===== src/rtl/ps2_arrow_keys_if.sv =====
// PS/2 receiver bus: raw keyboard pins in, decoded byte/strobes/arrow levels out.
// The master side is whoever owns the keyboard pins and consumes the results.
// The slave side is the receiver itself.
interface ps2_arrow_keys_if;
  logic       ps2_clk;
  logic       ps2_data;
  logic [7:0] scan_code;
  logic       scan_valid;
  logic       frame_err;
  logic       u_arr;
  logic       l_arr;
  logic       d_arr;
  logic       r_arr;

  modport master (
    output ps2_clk,
    output ps2_data,
    input  scan_code,
    input  scan_valid,
    input  frame_err,
    input  u_arr,
    input  l_arr,
    input  d_arr,
    input  r_arr
  );

  modport slave (
    input  ps2_clk,
    input  ps2_data,
    output scan_code,
    output scan_valid,
    output frame_err,
    output u_arr,
    output l_arr,
    output d_arr,
    output r_arr
  );
endinterface


===== src/rtl/ps2_arrow_keys.sv =====
// PS/2 keyboard receiver and arrow-key decoder in the 25 MHz pixel clock domain.
// Raw pins are synchronised, the clock is glitch-filtered, 11-bit frames are
// deframed on filtered falling edges with start/parity/stop/timeout checks,
// and E0/F0-prefixed arrow make/break codes drive four level flags.
module ps2_arrow_keys #(
  parameter int FILTER_LEN     = 4,
  parameter int TIMEOUT_CYCLES = 50000
) (
  input  logic         vga_clk,
  input  logic         reset,
  ps2_arrow_keys_if.slave bus
);

  localparam logic [1:0]  S_IDLE  = 2'd0;
  localparam logic [1:0]  S_RX    = 2'd1;
  localparam logic [1:0]  S_STOP  = 2'd2;

  localparam logic [3:0]  FLT_LAST = 4'(FILTER_LEN - 1);
  localparam logic [15:0] TO_LAST  = 16'(TIMEOUT_CYCLES - 1);
  localparam logic [3:0]  PAR_IDX  = 4'd8;

  // Input conditioning state
  logic        r_clk_s1;
  logic        r_clk_s2;
  logic        r_dat_s1;
  logic        r_dat_s2;
  logic        r_clk_flt;
  logic        r_dat_flt;
  logic [3:0]  r_flt_cnt;

  // Deframer state
  logic [1:0]  r_state;
  logic [3:0]  r_bit_cnt;
  logic [8:0]  r_shift;
  logic [15:0] r_to_cnt;

  // Receiver outputs
  logic [7:0]  r_scan_code;
  logic        r_scan_valid;
  logic        r_frame_err;

  // Decoder state
  logic        r_ext;
  logic        r_brk;
  logic        r_u_arr;
  logic        r_l_arr;
  logic        r_d_arr;
  logic        r_r_arr;

  logic        w_flt_flip;
  logic        w_fall;
  logic        w_frame_ok;
  logic        w_timeout;

  // The filtered clock flips on the FILTER_LEN-th consecutive differing sample;
  // a flip from high is the falling-edge event the deframer samples data on.
  assign w_flt_flip = (r_clk_s2 != r_clk_flt) && (r_flt_cnt == FLT_LAST);
  assign w_fall     = w_flt_flip && r_clk_flt;

  // Stop bit high and odd parity across the eight data bits plus parity bit.
  assign w_frame_ok = r_dat_flt && (^r_shift);

  // The timeout counter measures cycles since the last falling edge.
  assign w_timeout  = (r_to_cnt == TO_LAST);

  // Two-flop synchronisers on both raw pins; idle bus level is high.
  always_ff @(posedge vga_clk) begin
    if (reset) begin
      r_clk_s1 <= 1'b1;
      r_clk_s2 <= 1'b1;
      r_dat_s1 <= 1'b1;
      r_dat_s2 <= 1'b1;
    end else begin
      r_clk_s1 <= bus.ps2_clk;
      r_clk_s2 <= r_clk_s1;
      r_dat_s1 <= bus.ps2_data;
      r_dat_s2 <= r_dat_s1;
    end
  end

  // Clock glitch filter: count consecutive samples that disagree with the
  // filtered level; any agreeing sample restarts the count.
  always_ff @(posedge vga_clk) begin
    if (reset) begin
      r_clk_flt <= 1'b1;
      r_dat_flt <= 1'b1;
      r_flt_cnt <= 4'd0;
    end else begin
      r_dat_flt <= r_dat_s2;
      if (r_clk_s2 == r_clk_flt) begin
        r_flt_cnt <= 4'd0;
      end else if (w_flt_flip) begin
        r_clk_flt <= r_clk_s2;
        r_flt_cnt <= 4'd0;
      end else begin
        r_flt_cnt <= r_flt_cnt + 4'd1;
      end
    end
  end

  // Deframer: start bit, 8 data bits LSB first, parity, stop; aborts on timeout.
  always_ff @(posedge vga_clk) begin
    if (reset) begin
      r_state      <= S_IDLE;
      r_bit_cnt    <= 4'd0;
      r_shift      <= 9'd0;
      r_to_cnt     <= 16'd0;
      r_scan_code  <= 8'h00;
      r_scan_valid <= 1'b0;
      r_frame_err  <= 1'b0;
    end else begin
      r_scan_valid <= 1'b0;
      r_frame_err  <= 1'b0;
      case (r_state)
        S_IDLE: begin
          r_to_cnt <= 16'd0;
          if (w_fall) begin
            if (!r_dat_flt) begin
              r_state   <= S_RX;
              r_bit_cnt <= 4'd0;
            end else begin
              // A falling edge with data high cannot be a start bit.
              r_frame_err <= 1'b1;
            end
          end
        end
        S_RX: begin
          if (w_fall) begin
            r_to_cnt  <= 16'd0;
            r_shift   <= {r_dat_flt, r_shift[8:1]};
            r_bit_cnt <= r_bit_cnt + 4'd1;
            if (r_bit_cnt == PAR_IDX) begin
              r_state <= S_STOP;
            end
          end else if (w_timeout) begin
            r_to_cnt    <= 16'd0;
            r_frame_err <= 1'b1;
            r_state     <= S_IDLE;
          end else begin
            r_to_cnt <= r_to_cnt + 16'd1;
          end
        end
        S_STOP: begin
          if (w_fall) begin
            r_to_cnt <= 16'd0;
            r_state  <= S_IDLE;
            if (w_frame_ok) begin
              r_scan_code  <= r_shift[7:0];
              r_scan_valid <= 1'b1;
            end else begin
              r_frame_err  <= 1'b1;
            end
          end else if (w_timeout) begin
            r_to_cnt    <= 16'd0;
            r_frame_err <= 1'b1;
            r_state     <= S_IDLE;
          end else begin
            r_to_cnt <= r_to_cnt + 16'd1;
          end
        end
        default: begin
          r_state  <= S_IDLE;
          r_to_cnt <= 16'd0;
        end
      endcase
    end
  end

  // Prefix tracking and arrow level flags; acts the cycle after each strobe.
  always_ff @(posedge vga_clk) begin
    if (reset) begin
      r_ext   <= 1'b0;
      r_brk   <= 1'b0;
      r_u_arr <= 1'b0;
      r_l_arr <= 1'b0;
      r_d_arr <= 1'b0;
      r_r_arr <= 1'b0;
    end else if (r_frame_err) begin
      // A broken frame may have been part of a prefixed sequence; forget it.
      r_ext <= 1'b0;
      r_brk <= 1'b0;
    end else if (r_scan_valid) begin
      case (r_scan_code)
        8'hE0: r_ext <= 1'b1;
        8'hF0: r_brk <= 1'b1;
        default: begin
          if (r_ext) begin
            case (r_scan_code)
              8'h75:   r_u_arr <= ~r_brk;
              8'h6B:   r_l_arr <= ~r_brk;
              8'h72:   r_d_arr <= ~r_brk;
              8'h74:   r_r_arr <= ~r_brk;
              default: ;
            endcase
          end
          r_ext <= 1'b0;
          r_brk <= 1'b0;
        end
      endcase
    end
  end

  assign bus.scan_code  = r_scan_code;
  assign bus.scan_valid = r_scan_valid;
  assign bus.frame_err  = r_frame_err;
  assign bus.u_arr      = r_u_arr;
  assign bus.l_arr      = r_l_arr;
  assign bus.d_arr      = r_d_arr;
  assign bus.r_arr      = r_r_arr;

endmodule

===== src/flat_wrapper.sv =====
// flat-port wrapper written by rule: the top's interface ports become plain ports
module ps2_arrow_keys_flat 
#(
  parameter int FILTER_LEN     = 4,
  parameter int TIMEOUT_CYCLES = 50000
)
  (vga_clk, reset, bus_ps2_clk, bus_ps2_data, bus_scan_code, bus_scan_valid, bus_frame_err, bus_u_arr, bus_l_arr, bus_d_arr, bus_r_arr);
  ps2_arrow_keys_if bus_i ();
  input  logic vga_clk;
  input  logic reset;
  input wire logic [$bits(bus_i.ps2_clk)-1:0] bus_ps2_clk;
  input wire logic [$bits(bus_i.ps2_data)-1:0] bus_ps2_data;
  output wire logic [$bits(bus_i.scan_code)-1:0] bus_scan_code;
  output wire logic [$bits(bus_i.scan_valid)-1:0] bus_scan_valid;
  output wire logic [$bits(bus_i.frame_err)-1:0] bus_frame_err;
  output wire logic [$bits(bus_i.u_arr)-1:0] bus_u_arr;
  output wire logic [$bits(bus_i.l_arr)-1:0] bus_l_arr;
  output wire logic [$bits(bus_i.d_arr)-1:0] bus_d_arr;
  output wire logic [$bits(bus_i.r_arr)-1:0] bus_r_arr;
  assign bus_i.ps2_clk = bus_ps2_clk;
  assign bus_i.ps2_data = bus_ps2_data;
  assign bus_scan_code = bus_i.scan_code;
  assign bus_scan_valid = bus_i.scan_valid;
  assign bus_frame_err = bus_i.frame_err;
  assign bus_u_arr = bus_i.u_arr;
  assign bus_l_arr = bus_i.l_arr;
  assign bus_d_arr = bus_i.d_arr;
  assign bus_r_arr = bus_i.r_arr;
  ps2_arrow_keys #(.FILTER_LEN(FILTER_LEN), .TIMEOUT_CYCLES(TIMEOUT_CYCLES)) u_core (.vga_clk(vga_clk), .reset(reset), .bus(bus_i));
endmodule

===== config.mk =====
export PLATFORM = sky130hd
export DESIGN_NAME = ps2_arrow_keys_flat
export DESIGN_NICKNAME = d
export VERILOG_FILES = /design/src/rtl/ps2_arrow_keys_if.sv /design/src/rtl/ps2_arrow_keys.sv /design/src/flat_wrapper.sv
export SDC_FILE = /design/constraint.sdc
export NUM_CORES = 1
export LEC_CHECK = 0
export CAP_MARGIN = 25
export CORE_UTILIZATION = 62
export CTS_CLUSTER_SIZE = 25
export DETAILED_ROUTE_END_ITERATION = 10
export PLACE_DENSITY = 0.83
export RECOVER_POWER = 100
export SYNTH_ARGS = -nofsm -noshare
export SYNTH_HDL_FRONTEND = slang
export SYNTH_SLANG_ARGS = --single-unit

===== constraint.sdc =====
create_clock -name vga_clk -period 2.7 [get_ports vga_clk]
set_input_delay 0.675 -clock vga_clk [delete_from_list [all_inputs] [get_ports vga_clk]]
set_output_delay 0.675 -clock vga_clk [all_outputs]
set_load 0.005 [all_outputs]

# --- Word level (Yosys, flattened, before mapping) ---
# Index checks and enable logic that the tools add are counted.
classes:
  n_addsub: 3
  multipliers: 0
  n_div: 0
  n_lt_le_gt_ge: 0
  n_eq_ne: 17
  shifts: 0
  mux: 21
  bitwise_logic: 9
  n_reduce_logical: 23
ops:
  columns: ["op", "n"]
  rows:
  - ["$eq A8 B7 Y1 const B", 4]
  - ["$reduce_and A5 Y1", 4]
  - ["$add A16 B1 Y16 const B", 1]
  - ["$eq A16 B16 Y1 const B", 1]
  - ["$eq A8 B8 Y1 const B", 2]
  - ["$mux W2", 6]
  - ["$mux W4", 3]
  - ["$not A1 Y1", 9]
  - ["$reduce_xor A9 Y1", 1]
  - ["$add A4 B1 Y4 const B", 2]
  - ["$pmux W4 S2", 1]
  - ["$reduce_and A2 Y1", 4]
  - ["$mux W1", 7]
  - ["$pmux W2 S3", 1]
  - ["$reduce_and A3 Y1", 2]
  - ["$reduce_or A2 Y1", 3]
  - ["$reduce_or A3 Y1", 2]
  - ["$eq A4 B2 Y1 const B", 1]
  - ["$eq A4 B4 Y1 const B", 1]
  - ["$ne A2 B1 Y1 const B", 2]
  - ["$pmux W1 S2", 2]
  - ["$reduce_and A4 Y1", 1]
  - ["$reduce_or A4 Y1", 1]
  - ["$logic_and A1 B1 Y1", 3]
  - ["9 further kinds", 9]
totals:
  ff_bits: 57
  latch_bits: 0
  mem_bits_rw: 0
  romBits: 0
  input_bits: 4
  output_inout_bits: 14
  wordCells: 93
  n_memories: 0

# --- Depth between registers and ports, before layout ---
logic_depth:
  word_depth: 5
  mapped_depth: 7
  mapped_depth_nobuf: 7

# --- Worst setup path after synthesis ---
# OpenSTA, ideal clock, no wires.
synth_path:
  path_type: "reg2reg"
  start: "register u_core.r_flt_cnt[0]"
  end: "register u_core.r_bit_cnt[3]"
  setup_ns: 0.115
  t_arrival_ns: 1.626
  t_required_ns: 2.585
  setup_slack_ns: 0.960
  path_stages_with_launch: 7
  n_path_buf: 0
  period_less_slack_ns: 1.740
  cell_sequence: "dfxtp_1 > ha_1 > or3b_1 > a211oi_2 > nand4_1 > xnor2_1 > and2_1"
synth_via:
  elab_chain_cells: 5
  word_cells_on_any_way: 6
  classes_between: "3 x eq/ne; 3 x reduce/logical"
synth_rtl:
  columns: ["item", "line_no", "source"]
  rows:
  - ["from (decl)", "ps2_arrow_keys.sv:29", "logic [3:0] r_flt_cnt;"]
  - ["from (signal assigned)", "ps2_arrow_keys.sv:96", "r_flt_cnt <= r_flt_cnt + 4'd1;"]
  - ["$eq A4 B2 Y1 (*)", "ps2_arrow_keys.sv:57", "assign w_flt_flip = (r_clk_s2 != r_clk_flt) && (r_flt_cnt == FLT_LAST);"]
  - ["$logic_and A1 B1 Y1 (*)", "ps2_arrow_keys.sv:57", null]
  - ["$logic_and A1 B1 Y1 (*)", "ps2_arrow_keys.sv:58", "assign w_fall = w_flt_flip && r_clk_flt;"]
  - ["$ne A2 B1 Y1 (no line)", null, null]
  - ["$reduce_and A4 Y1 (no line) (*)", null, null]
  - ["to (signal assigned)", "ps2_arrow_keys.sv:131", "r_bit_cnt <= r_bit_cnt + 4'd1;"]
  - ["to (decl)", "ps2_arrow_keys.sv:33", "logic [3:0] r_bit_cnt;"]
# Mark *: on every way between the ends. The rest lies on a longest branch, timed or not.
# A chain may end at the register's enable or synchronous reset.

# --- Worst setup path in the final report ---
layout_path:
  start: "register u_core.r_state[0]"
  end: "register u_core.r_bit_cnt[3]"
layout_via:
  elab_chain_cells: 3
  word_cells_on_any_way: 8
  classes_between: "4 x eq/ne; 1 x mux; 3 x reduce/logical"
layout_rtl:
  columns: ["item", "line_no", "source"]
  rows:
  - ["from (decl)", "ps2_arrow_keys.sv:32", "logic [1:0] r_state;"]
  - ["from (signal assigned)", "ps2_arrow_keys.sv:104", "r_state <= S_IDLE;"]
  - ["from (signal assigned)", "ps2_arrow_keys.sv:119", "r_state <= S_RX;"]
  - ["from (signal assigned)", "ps2_arrow_keys.sv:133", "r_state <= S_STOP;"]
  - ["$eq A2 B1 Y1 or $logic_not A2 Y1 (tied branches)", "ps2_arrow_keys.sv:114", "case (r_state)"]
  - ["$ne A2 B1 Y1 (no line), or another cell as far along", null, null]
  - ["$reduce_and A4 Y1 (no line)", null, null]
# Several ways; a longest one is shown, not always the timed one.

==> results.toml <==
[finish]
final_nets = 310
stdcell_area_um2 = 2950
layout-drive-gt1-share_pct = 6.93
final_cell_mix = "57 x dfxtp_1, 43 x nor2_1, 19 x nand2b_1, 19 x mux2i_1"
antenna_cells = 0
syn_to_final_growth_pct = 14.3
final_common_cell = "dfxtp_1"

[critical_path]
crit_start = "u_core.r_state[0]"
path_cells = "inv_1 -> ha_1 -> nand2b_1 -> a211oi_1 -> nand4_1 -> xnor2_1 -> and2_0"
crit_buf_inv = 1
crit_path_start_kind = "register"
worst_path_largest_cell_delay_ns = 0.61
critical_path.endpoint_type = "register"
critical_path_class = "register to register"
cp_max_fo = 7
cp_data_arrival_time_ns = 2.38
critPathRequiredTime_ns = 2.93
rr_startpoint = "u_core.r_state[0]"
crit_slowest_cell = "a211oi_1"
critPathTopFamily = "compound AO/OA/AOI/OAI gates"

[sta]
slew_headroom_pct = 54.5
min_period_ns = 2.15
max_freq_mhz = 464
post-route-period-util_pct = 79.7
whs_ns = 0.415
worst_pin_slew_ns = 0.678
slew_viol_final = 0
rsz0062_at_grt = "no"
finalSetupViolCount = 0
fin_setup_tns_ns = 0
hold_viol = 0
clock_skew_ns = 0.00532

[synthesis]
syn-num-nets = 289
ys_seq_area_share_pct = 44.2
dominantRegCellSynth = "dfxtp_1"
ys_ff_latch = 57
synth_edf_count = 0
yosys_warnings = 0
yosysUniqueCellTypes = 45
syn_inst = 277
synth_top_area_share_pct = 44.2
synth_top_area_cell = "dfxtp_1"
async_flop_share_pct = 0
avgSynthCellArea_um2 = 9.33
netlist_area_um2 = 2580
synthTopCellsByArea = "dfxtp_1 44%, mux2i_1 7.4%, nor2_1 6.2%"

[clock_network]
cts_buffers = 9
ctsLongestPathBuffers = 2
cts_hold_buf = 0
htree_levels = 3
cts_root_buffer = "clkbuf_8"
cts_setup_buffers = 0
cts_sinks = 57
cts_tree = "built"
cts_resized = 0
clk-insertion-delay-late_ns = 0.33
cts.reportedPaths.clkPinSlew_ns = 0.06

[detailed_routing]
drt_iter0_drc = 108
ant_nets = 0
drt-total-wl_mm = 4.67
post_drt_wl_per_cell_um = 13.2
dr.pass1.iters = 4
dr.max_layer_used = "met4"
routed-via-count = 1915
dr_wl_met2_mm = 2.11
met3_length_um = 137
post-route-drc-count = 0
wl_met1_mm = 2.29
viasPerCell = 5.42

[placed_design]
portBuffers = 17
hpwl_mm = 3.21
place_area_um2 = 2790
gp_congestion = 0.820

[die]
fp.dieW_um = 66.6
dieArea_um2 = 4430
fp.coreArea_um2 = 4000
num_rows = 23
start_util_pct = 64.6
die_y_um = 66.6
io-pin-count = 18

[run]
maxCapViolCount = 0

[outcome]
status = "finished clean"

[global_route]
antenna_found_initial = 0
grt_use_total_pct = 24.3
grt_pass1_vias = 1796
grt_max_degree = 41
grt_pass1_wl_mm = 7.93
grt_overflow = 0

[pwr]
leakagePower_nw = 1.05
p_per_area_nw_per_um2 = 542
vdd_drop_max_v = 0.000417

[min_path]
holdCritStartpoint = "u_core.r_dat_s1"
hold_class = "register to register"
==> cells by family (layout without fill, tap and decap cells) <==
kind of cell             Yosys count  after routing  synth area share (%)
AND/OR/NAND/NOR                  124            124                  25.8
flip-flops                        57             57                  44.2
XOR/XNOR                          24             24                  9.20
AO/OA/AOI/OAI                     23             23                  6.10
buffers and inverters             22             48                  3.49
multiplexers                      19             19                  7.36
adder cells (fa/ha/maj)            8              8                  3.87
==> metal layers <==
layer | global-route usage [%] | up-vias
li1 | - | 983
met1 | 29.7 | 880
met2 | 38.4 | 39
met3 | 6.16 | 13
met4 | 14.4 | 0
met5 | 0 | -
==> layout make-up <==
cell class                      count  area [µm²]
Fill cell                         320        1050
Clock buffer                       13         159
Clock inverter                      3        15.0
Sequential cell                    57        1140
Timing Repair Buffer               18         175
Inverter                           14        52.6
Tap cell                           50        62.6
Multi-Input combinational cell    198        1350
==> Yosys cell counts (all sizes together), types with 7 or more instances <==
library cell and count:
a21oi 8, clkbuf 7, dfxtp 57, ha 8
inv 14, mux2i 19, nand2 11, nand2b 19
nor2 44, or2 7, xnor2 15, xor2 7
==> power by group <==
part | internal, mW | total [mW] | leakage (nW) | switching (mW)
sequential | 0.848 | 0.853 | 0.460 | 0.00530
clock | 0.378 | 0.688 | 0.0932 | 0.310
combinational | 0.0236 | 0.0594 | 0.498 | 0.0357
==> stage by stage <==
step / util, % / setup WS [ns] / cells / power, mW
CTS: 74.0 / 0.577 / 353 / 1.62
floorplan: - / 0.960 / 277 / 0.916
global placement: 69.7 / 0.548 / 337 / 0.930
detailed placement: 69.7 / 0.508 / 337 / 0.931
global route: 73.8 / 0.410 / 353 / 1.66
finish: 73.8 / 0.547 / 353 / 1.60
==> worst paths after layout <==
kind	to	slack, ns	cells after the start
max	u_core.r_bit_cnt[3]	0.55	7
min	u_core.r_dat_s2	0.41	1
max reg2reg	u_core.r_bit_cnt[3]	0.55	7
min reg2reg	u_core.r_dat_s2	0.41	1
==> flip-flops by register name, indices dropped and copies added (netlist names), 2 cells and up <==
register,flops
u_core.r_bit_cnt,4
u_core.r_flt_cnt,4
u_core.r_shift,9
u_core.r_state,2
u_core.r_to_cnt,16
u_core.bus.scan_code,8
No activity file was read; power rests on OpenSTA's default activity.
